[src/rtl/mem_arbiter_pkg.sv]
// Shared parameters for the memory arbiter: bus widths, FSM encoding,
// access-size codes and transfer lengths.
package mem_arbiter_pkg;

    localparam int PC_LEN    = 32;
    localparam int INSTR_LEN = 32;

    typedef enum logic [1:0] {
        ST_IDLE  = 2'd0,
        ST_IC_RD = 2'd1,
        ST_LS_RD = 2'd2,
        ST_LS_WR = 2'd3
    } arb_state_e;

    localparam logic [1:0] SIZE_BYTE = 2'd0;
    localparam logic [1:0] SIZE_HALF = 2'd1;
    localparam logic [1:0] SIZE_WORD = 2'd2;

    localparam logic [2:0] LEN_BYTE = 3'd1;
    localparam logic [2:0] LEN_HALF = 3'd2;
    localparam logic [2:0] LEN_WORD = 3'd4;
    localparam logic [2:0] LEN_IC   = 3'd4;

    function automatic logic [2:0] xfer_len(input logic [1:0] size);
        logic [2:0] len;
        case (size)
            SIZE_BYTE: len = LEN_BYTE;
            SIZE_HALF: len = LEN_HALF;
            default:   len = LEN_WORD;
        endcase
        return len;
    endfunction

endpackage

[src/rtl/mem_arbiter.sv]
// Round-robin arbiter between instruction fetch and load/store unit onto a
// byte-wide RAM port; multi-byte accesses are serialised little-endian.
module mem_arbiter
    import mem_arbiter_pkg::*;
(
    input  logic                 clk,
    input  logic                 rst,
    input  logic                 flush_in,
    input  logic                 ic_req,
    input  logic [PC_LEN-1:0]    ic_addr,
    output logic                 ic_done,
    output logic [INSTR_LEN-1:0] ic_data,
    input  logic                 lsb_req,
    input  logic                 lsb_we,
    input  logic [PC_LEN-1:0]    lsb_addr,
    input  logic [1:0]           lsb_size,
    input  logic [INSTR_LEN-1:0] lsb_wdata,
    output logic                 lsb_done,
    output logic [INSTR_LEN-1:0] lsb_rdata,
    input  logic [7:0]           mem_din,
    output logic [7:0]           mem_dout,
    output logic [PC_LEN-1:0]    mem_a,
    output logic                 mem_wr
);

    arb_state_e           state_r;
    logic [2:0]           cnt_r;
    logic [2:0]           len_r;
    logic                 last_lsb_r;
    logic [PC_LEN-1:0]    base_r;
    logic [INSTR_LEN-1:0] wdata_r;
    logic [INSTR_LEN-1:0] rd_buf_r;

    logic                 ic_ok_s;
    logic                 lsb_ok_s;
    logic                 grant_ic_s;
    logic                 grant_lsb_s;
    logic [2:0]           next_idx_s;
    logic [2:0]           byte_sel_s;
    logic [PC_LEN-1:0]    next_addr_s;
    logic [INSTR_LEN-1:0] rd_merge_s;

    // Request qualification, round-robin grant and next-byte datapath
    always_comb begin
        ic_ok_s     = ic_req && !ic_done && !flush_in;
        lsb_ok_s    = lsb_req && !lsb_done && !flush_in;
        grant_ic_s  = 1'b0;
        grant_lsb_s = 1'b0;
        if (state_r == ST_IDLE) begin
            if (ic_ok_s && lsb_ok_s) begin
                grant_lsb_s = !last_lsb_r;
                grant_ic_s  = last_lsb_r;
            end else begin
                grant_ic_s  = ic_ok_s;
                grant_lsb_s = lsb_ok_s;
            end
        end else begin
            grant_ic_s  = 1'b0;
            grant_lsb_s = 1'b0;
        end
        next_idx_s  = cnt_r + 3'd1;
        next_addr_s = base_r + PC_LEN'(next_idx_s);
        // Read data lags its address by one cycle, so count k carries byte k-1
        byte_sel_s  = cnt_r - 3'd1;
        rd_merge_s  = rd_buf_r | (INSTR_LEN'(mem_din) << {byte_sel_s[1:0], 3'b000});
    end

    // Transfer FSM with registered RAM-side and requester-side outputs
    always_ff @(posedge clk or posedge rst) begin
        if (rst) begin
            state_r    <= ST_IDLE;
            cnt_r      <= 3'd0;
            len_r      <= 3'd0;
            last_lsb_r <= 1'b0;
            base_r     <= '0;
            wdata_r    <= '0;
            rd_buf_r   <= '0;
            ic_done    <= 1'b0;
            ic_data    <= '0;
            lsb_done   <= 1'b0;
            lsb_rdata  <= '0;
            mem_dout   <= 8'd0;
            mem_a      <= '0;
            mem_wr     <= 1'b0;
        end else begin
            ic_done  <= 1'b0;
            lsb_done <= 1'b0;
            case (state_r)
                ST_IDLE: begin
                    cnt_r    <= 3'd0;
                    mem_a    <= '0;
                    mem_wr   <= 1'b0;
                    mem_dout <= 8'd0;
                    if (grant_lsb_s) begin
                        last_lsb_r <= 1'b1;
                        base_r     <= lsb_addr;
                        len_r      <= xfer_len(lsb_size);
                        wdata_r    <= lsb_wdata;
                        rd_buf_r   <= '0;
                        mem_a      <= lsb_addr;
                        mem_wr     <= lsb_we;
                        mem_dout   <= lsb_we ? lsb_wdata[7:0] : 8'd0;
                        state_r    <= lsb_we ? ST_LS_WR : ST_LS_RD;
                    end else if (grant_ic_s) begin
                        last_lsb_r <= 1'b0;
                        base_r     <= ic_addr;
                        len_r      <= LEN_IC;
                        rd_buf_r   <= '0;
                        mem_a      <= ic_addr;
                        state_r    <= ST_IC_RD;
                    end
                end
                ST_IC_RD, ST_LS_RD: begin
                    if (flush_in) begin
                        state_r <= ST_IDLE;
                        cnt_r   <= 3'd0;
                        mem_a   <= '0;
                    end else begin
                        cnt_r <= next_idx_s;
                        mem_a <= (next_idx_s < len_r) ? next_addr_s : '0;
                        if (cnt_r != 3'd0) begin
                            rd_buf_r <= rd_merge_s;
                        end
                        if (cnt_r == len_r) begin
                            state_r <= ST_IDLE;
                            cnt_r   <= 3'd0;
                            if (state_r == ST_IC_RD) begin
                                ic_done <= 1'b1;
                                ic_data <= rd_merge_s;
                            end else begin
                                lsb_done  <= 1'b1;
                                lsb_rdata <= rd_merge_s;
                            end
                        end
                    end
                end
                ST_LS_WR: begin
                    // Stores are never aborted by a flush once started
                    if (next_idx_s == len_r) begin
                        state_r  <= ST_IDLE;
                        cnt_r    <= 3'd0;
                        mem_a    <= '0;
                        mem_wr   <= 1'b0;
                        mem_dout <= 8'd0;
                        lsb_done <= 1'b1;
                    end else begin
                        cnt_r    <= next_idx_s;
                        mem_a    <= next_addr_s;
                        mem_dout <= wdata_r[{next_idx_s[1:0], 3'b000} +: 8];
                    end
                end
                default: begin
                    state_r <= ST_IDLE;
                    cnt_r   <= 3'd0;
                    mem_a   <= '0;
                    mem_wr  <= 1'b0;
                end
            endcase
        end
    end

endmodule

[config.mk]
export PLATFORM = sky130hd
export DESIGN_NAME = mem_arbiter
export DESIGN_NICKNAME = d
export VERILOG_FILES = /design/src/rtl/mem_arbiter_pkg.sv /design/src/rtl/mem_arbiter.sv
export SDC_FILE = /design/constraint.sdc
export NUM_CORES = 1
export LEC_CHECK = 0
export ABC_AREA = 0
export ABC_CLOCK_PERIOD_IN_PS = 24500
export BUFFER_PORTS_ARGS = -buffer_cell sky130_fd_sc_hd__buf_4
export CAP_MARGIN = 20
export CORE_MARGIN = 5
export CORE_UTILIZATION = 55
export CTS_BUF_LIST = sky130_fd_sc_hd__clkbuf_8
export DETAILED_ROUTE_END_ITERATION = 6
export MAX_ROUTING_LAYER = met4
export PLACE_DENSITY = 0.82
export SETUP_SLACK_MARGIN = 0.05
export SYNTH_ARGS = -nofsm -noshare
export SYNTH_HDL_FRONTEND = slang
export SYNTH_SLANG_ARGS = --single-unit
[constraint.sdc]
create_clock -name clk -period 24.5 [get_ports clk]
set_input_delay 6.125 -clock clk [delete_from_list [all_inputs] [get_ports clk]]
set_output_delay 6.125 -clock clk [all_outputs]
set_load 0.02 [all_outputs]
==> out/summary.txt, run 1 <==
Outcome - finished clean
Core Region - 16500 µm²
Hold Fails Final Rpt - 0
Proportion of layout cells with a drive suffix above 1 - 0.305
Final Skew - 0.00836 ns
Die Y - 139 µm
Clk slew on worst S/H paths - 0.06 ns
DRT antenna net count - 0
GRT overflow - 0
CP Cell Sequence - buf_4 -> nand2b_1 -> a311oi_4 -> nand2_2 -> mux2_1
DR top layer - met4
Largest net degree at the start of global routing - 151
Slew of the pin with the lowest slew margin - 1.03 ns
WP data required - 24.89 ns
Critical Path Source - lsb_req
RSZ-0062 raised after global routing - false
Cells after synthesis - 857
Async S/R FF share, synth - 1.00
Initial core utilization - 0.558
Total GRT Usage - 0.244
Met3 routed WL - 1920 µm
Clk Tree Root Cell - clkbuf_8
Crit path capture type - flip-flop
Worst EP arrival - 7.78 ns
Number of global-route vias before repair - 7420
Post-DR wirelength/cell - 17.7 µm
Sink Count - 212
Max-slew violations - 0
Clock Latency Late Sink - 0.51 ns
Cts bufs inserted - 35
Max IR drop VDD - 0.0860 mV
Routed wire length - 23100 µm
Via density - 5.64
Synthesis Warnings - 0
Post-synthesis sequential area ratio - 0.577
Worst Setup Start Kind - input port
LEAKAGE - 5.44 nW
Maximum clock insertion buffer count - 3
Area grow syn2layout - 26.9%
CP Class - in2reg
Global-route wire length before repair - 37900 µm
Hold Path Cell Cnt - 1
DP Area - 11000 µm²
Row cnt - 47
Avg Cell Area, Syn - 10.7 µm²
CTS tree - yes
Drt pass-1 iters - 5
FF-to-FF Start - cnt_r[0]
Post-synth EDFFs - 0
Drt drc - 0
Slew HR - 0.313
TNS Setup - 0 ns
IO Count - 219
Mapped Nets - 983
Main flop type after synthesis - dfrtp_1
Initial antenna violation count - 0
Setup Viol. Count Final - 0
Cts repair resizes - 0
Power per cell area - 133 nW/µm²
Worst reg2reg path depth - 10
Met2 WL - 11000 µm
Drt initial violations - 551
FMAX - 0.135 GHz
Port Buffers - 218
Antenna Cells - 0
Hold crit path type - reg2reg
Final Instance Area - 11700 µm²
Placer congestion estimate - 0.832
Slowest cell on crit path - nand2_2
Hold Buf Count CTS - 0
Routed met1 length - 9790 µm
Post-layout min period - 7.39 ns
Setup Buffers After CTS - 0
Fin cells - 1304
Critical-path maximum fanout - 36
Cell area after synthesis - 9190 µm²
Nets - 1189
Unique masters post-synth - 43
Count of state elements after synthesis - 212
Die Span X - 139 µm
Die Area - 19400 µm²
Max_cap viols - 0
Detailed Place HPWL - 15700 µm
Final worst path period share - 0.302
Placed cell count - 1242
Min-delay src - wdata_r[3]
Routed via count - 7350
H-tree depth - 2
Crit-path max cell delay - 0.55 ns
-- cells in the mapped netlist (2+ instances only) --
cell type	count	area (µm²)
o22ai_1	31	194
buf_1	10	37.5
a2111oi_4	2	55.1
inv_1	13	48.8
and3_1	9	56.3
nor3b_1	2	15.0
buf_2	24	120
a21oi_1	134	671
nand2b_1	5	31.3
o21ai_1	4	20.0
a22oi_1	31	233
xnor2_1	5	43.8
clkbuf_1	28	105
o21ai_0	38	190
and4_1	4	35.0
nand3_1	11	55.1
nor2b_1	4	25.0
nor3_1	5	25.0
a22o_1	3	26.3
nor2_1	103	387
mux4_2	8	180
a211oi_2	2	25.0
mux2i_1	2	20.0
nand2_1	53	199
mux2_2	31	349
a32oi_1	9	78.8
and2_1	5	31.3
xor2_1	28	245
dfrtp_1	212	5310
nand4_1	16	100
ha_1	13	163
-- critical path: cells and delay by family --
kind	cells	cell delay, ns
mux	1	0.51
compound gates	1	0.40
buf+inv	1	0.08
simple gates	2	0.65
-- cells by family after synthesis --
logic type / count (synthesis) / synth area share
compound gates: 259 / 0.168
xor+xnor: 33 / 0.0315
fa+ha+maj: 14 / 0.0199
buf+inv: 76 / 0.0343
flops: 212 / 0.577
mux: 42 / 0.0610
simple gates: 221 / 0.108
-- registers in the layout, indices dropped and copies added (netlist names) --
name	flops
ic_done	1
rd_buf_r	32
ic_data	32
len_r	3
mem_a	32
base_r	32
state_r	2
lsb_done	1
mem_wr	1
last_lsb_r	1
mem_dout	8
lsb_rdata	32
cnt_r	3
wdata_r	32
-- report_power, final --
part	total [mW]	switching [mW]	internal (mW)
sequential	0.611	0.104	0.507
clock	0.290	0.133	0.157
combinational	0.650	0.377	0.273
-- stage by stage --
step	util	hold WS, ns	power [mW]	setup slack, ns
3_5_place_dp	0.665	0.479	1.27	16.61
3_3_place_gp	0.665	0.469	1.24	16.66
5_1_grt	0.708	0.510	1.66	17.03
4_1_cts	0.705	0.493	1.56	17.16
2_1_floorplan	-	0.453	1.02	12.58
6_report	0.708	0.491	1.55	17.11
-- final cells by class --
class                   count  area, µm²
well taps                 220        275
clock inverters            15       67.6
fillers                  1251       4800
multi-input cells         569       3610
repair buffers            231       1750
clock buffers              43        592
inverters                  14       60.1
flip-flops and latches    212       5310
-- worst paths after layout --
path	slack, ns	to
worst max-delay path	17.11	wdata_r[3]
worst min-delay path	0.49	wdata_r[3]
worst max register to register	20.89	mem_a[28]
worst min register to register	0.49	wdata_r[3]
max in group asynchronous	17.72	base_r[30]
min in group asynchronous	5.62	lsb_rdata[2]
-- cell usage in the layout, fill, tap and decap left out, types with 2 or more instances in the layout --
master	n
o21ai_0	38
xnor2_1	5
mux2i_1	2
and2_1	5
nand3_1	11
nor3_2	3
nand4_1	16
a211oi_2	2
mux2_2	31
and4_1	4
clkinvlp_4	3
a2111oi_4	2
mux4_2	8
nor2_1	103
nor3_1	2
a22oi_1	31
clkbuf_8	43
xor2_1	28
dfrtp_1	212
nand2_1	53
o21ai_1	4
nor2b_1	4
a32oi_1	8
ha_1	13
a22o_1	3
o22ai_1	31
and3_1	9
a21oi_1	134
buf_4	230
inv_1	24
nand2b_1	5
-- routing by layer --
layer  up-vias  track usage
met2       293        0.372
met3        32       0.0573
met4         0       0.0659
met1      3573        0.334
li1       3452            -
met5         -            -
No activity file was read; power rests on OpenSTA's default activity.
==> run 2, diff against run 1 <==
--- a/config.mk
+++ b/config.mk
@@ -5,8 +5,8 @@
 export SDC_FILE = /design/constraint.sdc
 export NUM_CORES = 1
 export LEC_CHECK = 0
-export ABC_AREA = 0
-export ABC_CLOCK_PERIOD_IN_PS = 24500
+export ABC_AREA = 1
+export ABC_CLOCK_PERIOD_IN_PS = 7440
 export BUFFER_PORTS_ARGS = -buffer_cell sky130_fd_sc_hd__buf_4
 export CAP_MARGIN = 20
 export CORE_MARGIN = 5
@@ -14,7 +14,7 @@
 export CTS_BUF_LIST = sky130_fd_sc_hd__clkbuf_8
 export DETAILED_ROUTE_END_ITERATION = 6
 export MAX_ROUTING_LAYER = met4
-export PLACE_DENSITY = 0.82
+export PLACE_DENSITY = 0.8
 export SETUP_SLACK_MARGIN = 0.05
 export SYNTH_ARGS = -nofsm -noshare
 export SYNTH_HDL_FRONTEND = slang
==> constraint.sdc (replaced) <==
create_clock -name clk -period 7.44 [get_ports clk]
set_input_delay 1.86 -clock clk [delete_from_list [all_inputs] [get_ports clk]]
set_output_delay 1.86 -clock clk [all_outputs]
set_load 0.02 [all_outputs]
==> run 2 against run 1 <==
Compared with the run above:
- die area rose by 9.9%
- critical path depth grew 6
- non-clock buffer count down 6
- clock power rose to 3.7 times the previous value
- clock-buffer cell count rose by 3
- global-route usage is 2.2 points higher
- flip-flop and latch count unchanged
- sequential power increased to 3.0 times the previous value
- area after synthesis is 11% higher
- first-iteration DRC count is 48% higher
- largest power group unchanged
==> out/summary.txt, run 2 <==
GRT overflow - 0
Max-slew violations - 0
Worst reg2reg path depth - 11
Setup slack at placement - 3.56 ns
CP Class - reg2reg
CTS tree - yes
Hold crit path type - reg2reg
Routed via count - 9240
Detailed Place HPWL - 19700 µm
Clk slew on worst S/H paths - 0.06 ns
Routed wire length - 27800 µm
Die Area - 21300 µm²
Outcome - finished clean
FF-to-FF Start - cnt_r[0]
Reg-to-reg slack, setup - 3.73 ns
Synth cell count leaders - 340 x nand2_1, 212 x dfrtp_1, 160 x inv_1
Count of state elements after synthesis - 212
Avg Cell Area, Syn - 8.01 µm²
Fin worst setup slack - 3.73 ns
H-tree depth - 2
R2R Path End - mem_a[28]
Area of the multi-input gates - 3870 µm²
Cells after synthesis - 1270
Cts repair resizes - 0
Most common cell in the netlist - nand2_1
Synthesis Warnings - 0
Min-delay src - wdata_r[26]
Post-synthesis sequential area ratio - 0.522
Sink Count - 212
Worst EP arrival - 4.12 ns
Placer congestion estimate - 1.04
Total GRT Usage - 0.266
FF/Latch Area - 5310 µm²
Post-synth EDFFs - 0
Number of global-route vias before repair - 9115
Commonest non-fill, non-tap cells in the layout - 340 x nand2_1, 223 x buf_4, 212 x dfrtp_1
Antenna Cells - 0
Drt drc - 0
Slew HR - 0.325
Most common cell after layout, fill and taps aside - nand2_1
Slew of the pin with the lowest slew margin - 1.01 ns
TNS Setup - 0 ns
Crit path capture type - flip-flop
Post-layout min period - 3.71 ns
Proportion of layout cells with a drive suffix above 1 - 0.208
Die Y - 146 µm
Die Span X - 146 µm
Max_cap viols - 0
IO Count - 219
Nets - 1602
Port Buffers - 218
Hold Path Cell Cnt - 2
Final Skew - 0.0245 ns
Hold Fails Final Rpt - 0
Via density - 5.35
Initial antenna violation count - 0
Worst Setup Start Kind - flip-flop
Largest net degree at the start of global routing - 147
Row cnt - 49
Setup Viol. Count Final - 0
Maximum clock insertion buffer count - 3
Global-route wire length before repair - 45500 µm
FMAX - 0.270 GHz
Final worst path period share - 0.498
Power per cell area - 403 nW/µm²
Hold Buf Count CTS - 0
Drt pass-1 iters - 5
Main flop type after synthesis - dfrtp_1
Critical-path maximum fanout - 35
Area leader, netlist - dfrtp_1
Unique masters post-synth - 35
RSZ-0062 raised after global routing - false
WP data required - 7.85 ns
Drt initial violations - 815
Final-layout fill cell count - 1487
Setup Buffers After CTS - 0
Initial core utilization - 0.562
Yosys top cell area share - 0.522
Mapped Nets - 1396
Async S/R FF share, synth - 1.00
LEAKAGE - 6.40 nW
Cell area after synthesis - 10200 µm²
Cts bufs inserted - 35
Ranking of synthesized cells by area - dfrtp_1 52%, nand2_1 13%, inv_1 5.9%
DRT antenna net count - 0
Hold Path Sink - wdata_r[26]
Max IR drop VDD - 0.226 mV
Post-DR wirelength/cell - 16.1 µm
Core Region - 18100 µm²
Clk Tree Root Cell - clkbuf_8
Clock Latency Late Sink - 0.53 ns
Area grow syn2layout - 24.0%
## run 2: worst max path at each step
stage	end	slack, ns	startpoint
after CTS	mem_a[6]	3.74	cnt_r[0]
after detailed placement	base_r[13]	3.56	flush_in
after global routing	mem_a[6]	3.41	cnt_r[0]
after global placement	base_r[17]	3.64	flush_in
after floorplan	base_r[0]	2.82	rst
final	mem_a[28]	3.73	cnt_r[0]
## run 2: logic make-up after synthesis
logic type / Yosys count / share of synthesized area
DFF: 212 / 0.522
xor gates and xnor gates: 10 / 0.00861
AOI/OAI and AO/OA: 249 / 0.126
buffers and inverters: 237 / 0.0979
adders and majority gates: 14 / 0.0180
and+or+nand+nor: 548 / 0.228
## run 2: metrics by stage
stage,power [mW],util,instance area (µm²),std cells,hold slack [ns]
2_1_floorplan,3.28,-,10200,1270,0.448
3_3_place_gp,3.92,0.655,11800,1667,0.464
3_5_place_dp,4.00,0.657,11900,1668,0.467
4_1_cts,5.09,0.697,12600,1727,0.483
5_1_grt,5.44,0.697,12600,1727,0.507
6_report,5.08,0.697,12600,1727,0.483
## run 2: per-layer routing
metal / vias to the layer above / wire (µm) / GRT usage
met5: - / 0 / -
met4: 0 / 843 / 0.0865
met3: 66 / 2030 / 0.0508
met2: 373 / 13000 / 0.413
met1: 4323 / 11900 / 0.356
li1: 4478 / - / -
## run 2: power by group
group | internal [mW] | switching (mW) | total (mW)
Combinational | 0.723 | 1.42 | 2.14
Sequential | 1.58 | 0.280 | 1.86
Clock | 0.620 | 0.457 | 1.08
Total | 2.93 | 2.15 | 5.08
## run 2: cell type report
cell class	count	area share
clock buffers	46	0.0502
inverters	181	0.0546
clock inverters	13	0.00833
well taps	229	0.0227
repair buffers	225	0.136
flip-flops and latches	212	0.421
multi-input cells	821	0.307
## run 2: critical path, cell delays in order, from the launching register on
cell	delay, ns
dfrtp_1	0.96
inv_2	0.44
ha_1	0.45
buf_4	0.37
fa_1	0.30
nand2_1	0.07
nand2_1	0.15
nand2_1	0.11
nor2_1	0.42
nand3_1	0.14
nand3_1	0.12
nand2_1	0.06
